==> src/rtl/ff_bank_unloader.sv <==
// Flop-bank read-out: snapshots parallel Q outputs on CAP and
// streams them out one bit per accepted valid/ready beat.
module ff_bank_unloader #(
  parameter int WIDTH     = 8,
  parameter bit MSB_FIRST = 1'b0
) (
  input  logic             CP,
  input  logic             CD,
  input  logic             CAP,
  input  logic [WIDTH-1:0] PD,
  output logic             SO,
  output logic             SO_VLD,
  input  logic             SO_RDY,
  output logic             BUSY,
  output logic             DONE,
  output logic             OVR
);

  localparam int CW = $clog2(WIDTH);
  localparam logic [CW-1:0] CNT_INIT = CW'(WIDTH - 1);

  typedef enum logic [1:0] {
    IDLE  = 2'd0,
    SHIFT = 2'd1,
    LAST  = 2'd2
  } state_t;

  state_t           r_state;
  logic [WIDTH-1:0] r_shreg;
  logic [CW-1:0]    r_cnt;
  logic             r_so;
  logic             r_vld;
  logic             r_busy;
  logic             r_done;
  logic             r_ovr;

  logic [WIDTH-1:0] w_shifted;
  logic             w_pd_bit;
  logic             w_sh_bit;

  // SO is registered, so the next bit is selected from the
  // post-shift value rather than from the current register.
  always_comb begin
    w_shifted = '0;
    if (MSB_FIRST)
      w_shifted = {r_shreg[WIDTH-2:0], 1'b0};
    else
      w_shifted = {1'b0, r_shreg[WIDTH-1:1]};
    w_pd_bit = MSB_FIRST ? PD[WIDTH-1] : PD[0];
    w_sh_bit = MSB_FIRST ? w_shifted[WIDTH-1]
                         : w_shifted[0];
  end

  always_ff @(posedge CP or posedge CD) begin
    if (CD) begin
      r_state <= IDLE;
      r_shreg <= '0;
      r_cnt   <= '0;
      r_so    <= 1'b0;
      r_vld   <= 1'b0;
      r_busy  <= 1'b0;
      r_done  <= 1'b0;
      r_ovr   <= 1'b0;
    end else begin
      unique case (r_state)
        IDLE: begin
          r_done <= 1'b0;
          if (CAP) begin
            r_shreg <= PD;
            r_cnt   <= CNT_INIT;
            r_ovr   <= 1'b0;
            r_so    <= w_pd_bit;
            r_vld   <= 1'b1;
            r_busy  <= 1'b1;
            r_state <= SHIFT;
          end
        end
        SHIFT: begin
          if (CAP)
            r_ovr <= 1'b1;
          if (SO_RDY) begin
            r_shreg <= w_shifted;
            if (r_cnt == '0) begin
              r_so    <= 1'b0;
              r_vld   <= 1'b0;
              r_done  <= 1'b1;
              r_state <= LAST;
            end else begin
              r_so  <= w_sh_bit;
              r_cnt <= r_cnt - 1'b1;
            end
          end
        end
        LAST: begin
          if (CAP)
            r_ovr <= 1'b1;
          r_done  <= 1'b0;
          r_busy  <= 1'b0;
          r_state <= IDLE;
        end
        default: begin
          r_state <= IDLE;
          r_vld   <= 1'b0;
          r_busy  <= 1'b0;
          r_done  <= 1'b0;
        end
      endcase
    end
  end

  assign SO     = r_so;
  assign SO_VLD = r_vld;
  assign BUSY   = r_busy;
  assign DONE   = r_done;
  assign OVR    = r_ovr;

endmodule

==> config.mk <==
export PLATFORM = sky130hd
export DESIGN_NAME = ff_bank_unloader
export DESIGN_NICKNAME = d
export VERILOG_FILES = /design/src/rtl/ff_bank_unloader.sv
export SDC_FILE = /design/constraint.sdc
export NUM_CORES = 1
export LEC_CHECK = 0
export ABC_AREA = 0
export BUFFER_PORTS_ARGS = -buffer_cell sky130_fd_sc_hd__buf_2
export CAP_MARGIN = 20
export CORE_UTILIZATION = 39
export DETAILED_ROUTE_END_ITERATION = 10
export GPL_TIMING_DRIVEN = 0
export PLACE_DENSITY_LB_ADDON = 0.1
export SYNTH_ARGS = -nofsm -noshare
export SYNTH_HDL_FRONTEND = slang
export SYNTH_SLANG_ARGS = --single-unit
==> constraint.sdc <==
create_clock -name CP -period 1.8 [get_ports CP]
set_input_delay 0.27 -clock CP [delete_from_list [all_inputs] [get_ports CP]]
set_output_delay 0.27 -clock CP [all_outputs]
set_load 0.005 [all_outputs]
# --- Word-level counts from Yosys, hierarchy flattened ---
# Index checks and enable logic that the tools add are counted.
op_classes:
  add_sub_neg: 1
  eq_ne: 7
  muxes: 25
  bitwise: 2
  n_reduce_logical: 12
op_table:
  columns: ["cell", "count"]
  rows:
  - ["8-bit two-way mux", 2]
  - ["8-bit one-hot mux with 2 select lines", 1]
  - ["1-bit two-way mux", 10]
  - ["3-bit two-way mux", 3]
  - ["3-bit AND reduction", 3]
  - ["2-bit inequality test (second input constant)", 4]
  - ["4-bit AND reduction", 2]
  - ["2-bit two-way mux", 3]
  - ["1-bit one-hot mux with 2 select lines", 3]
  - ["3-bit one-hot mux with 2 select lines", 1]
  - ["2-bit one-hot mux with 2 select lines", 1]
  - ["2-bit AND reduction", 2]
  - ["2-bit nonzero test", 2]
  - ["3-bit zero test", 1]
  - ["1-bit one-hot mux with 3 select lines", 1]
  - ["3-bit by 1-bit subtractor with 3-bit output (second input constant)", 1]
  - ["2-bit by 1-bit == test with 1-bit output (second input constant)", 1]
  - ["2-bit == test (second input constant)", 1]
  - ["2-bit zero test", 1]
  - ["2-bit by 1-bit inequality test with 1-bit output (second input constant)", 1]
  - ["1-bit NOT", 2]
  - ["2-bit OR reduction", 1]
totals:
  register_bits: 18
  input_bits: 12
  output_inout_bits: 5
  wordCells: 55

# --- Depth between registers and ports, before layout ---
logic_depth:
  ltp_word: 4
  ltp_mapped: 7
  mapped_depth_nobuf: 6

# --- Worst setup path before layout ---
# Ideal clock, no wire load.
synth_path:
  path_type: "reg2reg"
  from: "register r_state[0]"
  to: "register r_cnt[1]"
  setup_ps: 125
  t_arrival_ps: 1519
  t_required_ps: 1675
  setup_slack_ps: 156
  path_stages_with_launch: 7
  n_path_buf: 0
  cell_sequence: "dfrtp_1 -> inv_1 -> ha_1 -> mux2i_2 -> nor2_4 -> o21ai_2 -> mux2_4"
synth_between:
  elab_chain_len: 3
  word_cells_on_any_way: 8
  classes_between: "eq/ne (4); mux (1); reduce/logical (3)"
synth_rtl:
  columns: ["element", "line", "source"]
  rows:
  - ["start, declared", "28", "state_t r_state;"]
  - ["start signal, assigned", "56", "r_state <= IDLE;"]
  - ["start signal, assigned", "75", "r_state <= SHIFT;"]
  - ["start signal, assigned", "87", "r_state <= LAST;"]
  - ["2-bit by 1-bit == test with 1-bit output or 2-bit zero test (tied branches)", "65", "unique case (r_state)"]
  - ["2-bit inequality test (no line) or 2-bit nonzero test (tied branches)", null, null]
  - ["4-bit AND reduction (no line)", null, null]
  - ["end signal, assigned", "90", "r_cnt <= r_cnt - 1'b1;"]
  - ["end, declared", "30", "logic [CW-1:0] r_cnt;"]
# Parallel ways exist; a longest one is shown, timed or not.
# A chain may end at the register's enable or synchronous reset.

# --- Final worst setup path ---
# Same ends and word-level chain as after synthesis.

==> results.sh <==
export IMPL_status="complete, no violations"
export IMPL_wire_per_inst_um=12.98
export IMPL_synth_fp_nets=111
export IMPL_grt_overflow_total=0
export IMPL_row_count=17
export IMPL_dpl_hpwl_um=1301
export IMPL_coreArea_mm2=0.002255
export IMPL_synthCells=92
export IMPL_drt_pass1_iter_count=4
export IMPL_hold_violations=0
export IMPL_synth_cell_area_um2=949.7
export IMPL_drv_slew=0
export IMPL_postCtsSetupRepairBufs=0
export IMPL_ys_seq_area_share_pct=44.80
export IMPL_critPathRequiredTime_ns=1.99
export IMPL_hp_class="in -> async"
export IMPL_grt_pass1_wl_um=3098
export IMPL_met3_length_um=46
export IMPL_drt_vias_per_instance=5.079
export IMPL_fill_cells=228
export IMPL_htreeDepth=1
export IMPL_post_place_ws_ns=0.001225
export IMPL_antenna_cells=0
export IMPL_wl_met2_um=826
export IMPL_synth_distinct_cells=29
export IMPL_slew_limit_headroom_pct=55.47
export IMPL_cts_tree="yes"
export IMPL_arrival_ns=1.88
export IMPL_setup_ws_ns=0.1158
export IMPL_fp_dieH_um=51.35
export IMPL_start_util_pct=42.12
export IMPL_die_area_mm2=0.002636
export IMPL_cts_root_buf="clkbuf_4"
export IMPL_peakVddDrop_v=0.0009301
export IMPL_period_share_pct=93.57
export IMPL_rsz0062_at_grt="no"
export IMPL_cts_buffers=3
export IMPL_clock_latency_ns=0.30
export IMPL_totalPowerFinal_mw=2.044
export IMPL_start_kind="register"
export IMPL_final_util_pct=51.05
export IMPL_antenna_left=0
export IMPL_cp_end_kind="register"
export IMPL_gr_usage_all_layers_pct=16.65
export IMPL_layout_drive_gt1_share_pct=34.82
export IMPL_wirelength_um=1817
export IMPL_finalSetupViolCount=0
export IMPL_period_minus_slack_ns=1.684
export IMPL_io_buffers=16
export IMPL_place_gp_congestion=0.7464
export IMPL_antenna_found_initial=0
export IMPL_synth_seq_cells=17
export IMPL_cap_violations=0
export IMPL_fin_nets=132
export IMPL_path_clk_slew_ns=0.11
export IMPL_io_pins=17
export IMPL_grt_max_degree=18
export IMPL_areaGrowthSynthToFinish_pct=21.21
export IMPL_final_cell_mix="dfrtp_1 (17), buf_2 (16), nor2_1 (11)"
export IMPL_leakagePower_nw=0.5392
export IMPL_fmax_ghz=0.5937
export IMPL_clk_path_buf_depth=2
export IMPL_fin_tns_setup_ns=0
export IMPL_top_layer="met4"
export IMPL_skew_ns=0.005731
export IMPL_cts_sinks=17
export IMPL_path_class="reg -> reg"
export IMPL_die_x_um=51.35
export IMPL_syn_avg_cell_area_um2=10.32
export IMPL_instances_no_fill=140
export IMPL_synth_warning_count=0
export IMPL_vias=711
export IMPL_met1Wirelength_um=910
export IMPL_first_iter_violations=5
export IMPL_worst_pin_slew_ns=0.6672
export IMPL_dp_cells=136
export IMPL_crit_fanout=5
export IMPL_layout_commonest_cell="dfrtp_1"
export IMPL_drc_errors=0
export IMPL_grt_pass1_vias=693
export IMPL_powerDensity_mw_per_mm2=1776
[critical path: stages, from the launching register on]
cell and delay [ns]:
dfrtp_1 0.49, inv_2 0.14, ha_4 0.19, mux2i_4 0.30, nor2_4 0.08, o21ai_2 0.08
mux2_4 0.31
[Yosys cell counts]
cell type / count / area [um2]
a211oi_1: 1 / 7.510
a21oi_1: 9 / 45.04
a21oi_2: 2 / 17.52
a21oi_4: 1 / 16.27
a22o_1: 1 / 8.760
a31oi_1: 1 / 6.260
and4_1: 1 / 8.760
buf_2: 1 / 5.000
buf_6: 1 / 11.26
clkbuf_1: 1 / 3.750
dfrtp_1: 17 / 425.4
ha_1: 7 / 87.58
inv_1: 8 / 30.03
mux2_2: 2 / 22.52
mux2_4: 1 / 15.01
mux2i_1: 6 / 60.06
mux2i_2: 1 / 13.76
nand2_1: 4 / 15.01
nand2b_1: 3 / 18.77
nand3_1: 1 / 5.000
nand4_1: 1 / 6.260
nor2_1: 11 / 41.29
nor2_4: 1 / 11.26
nor2b_1: 3 / 18.77
nor3_1: 1 / 5.000
nor3b_1: 1 / 7.510
o21ai_0: 2 / 10.01
o21ai_2: 1 / 8.760
o22a_1: 2 / 17.52
[through the flow]
step                area [um2]  hold slack (ns)
CTS                       1104          0.06913
finish                    1151          0.04995
global route              1151           0.1038
detailed placement        1065           0.3989
global placement          1065           0.3968
floorplan                949.7           0.1961
[report_power, final]
group	internal (mW)	leakage (nW)	switching, mW
sequential	0.559	0.196	0.112
clock	0.0827	0.0177	0.129
combinational	0.563	0.326	0.598
total	1.21	0.539	0.839
[cells by family (layout without fill, tap and decap cells)]
logic type	Yosys count	after routing	synth area share, %
compound gates	20	20	14.49
fa+ha+maj	7	7	9.222
buf+inv	11	31	5.269
flops	17	17	44.80
mux	10	10	11.73
simple gates	27	27	14.49
[timing repair]
item	CTS	global route
gates resized for setup	2	11
hold buffers	0	0
setup endpoints to repair	2	8
[sequential cells by signal (all words and copies together) (netlist names)]
register,flops
r_shreg,7
r_cnt,3
r_state,2
BUSY,1
DONE,1
OVR,1
SO,1
SO_VLD,1
[final timing paths]
path	start	end	slack (ns)	cells past startpoint
worst max-delay path	r_state[0]$_DFFE_PP0P_	r_cnt[1]$_DFFE_PP0P_	0.12	6
worst max register to register	r_state[0]$_DFFE_PP0P_	r_cnt[1]$_DFFE_PP0P_	0.12	6
worst min register to register	OVR$_DFFE_PP0P_	OVR$_DFFE_PP0P_	0.51	1
worst min-delay path	CD	r_cnt[2]$_DFFE_PP0P_	0.05	2
max in group asynchronous	CD	r_shreg[6]$_DFFE_PP0P_	1.32	2
min in group CP	PD[7]	r_shreg[7]$_DFFE_PP0P_	0.25	3
[layout make-up]
cell class	count	area, um2	share of cell area, %
multi-input cells	64	530.5	46.09
flip-flops and latches	17	425.4	36.96
repair buffers	16	80.08	6.957
well taps	28	35.03	3.043
inverters	8	30.03	2.609
clock buffers	3	22.52	1.957
plain buffers	3	22.52	1.957
clock inverters	1	5.005	0.4348
[layer usage]
metal | GRT usage, % | vias to the layer above
met4 | 9.910 | 0
met3 | 3.571 | 4
met1 | 21.32 | 340
met2 | 25.66 | 10
met5 | 0 | -
li1 | - | 357
No activity file was read; power rests on OpenSTA's default activity.
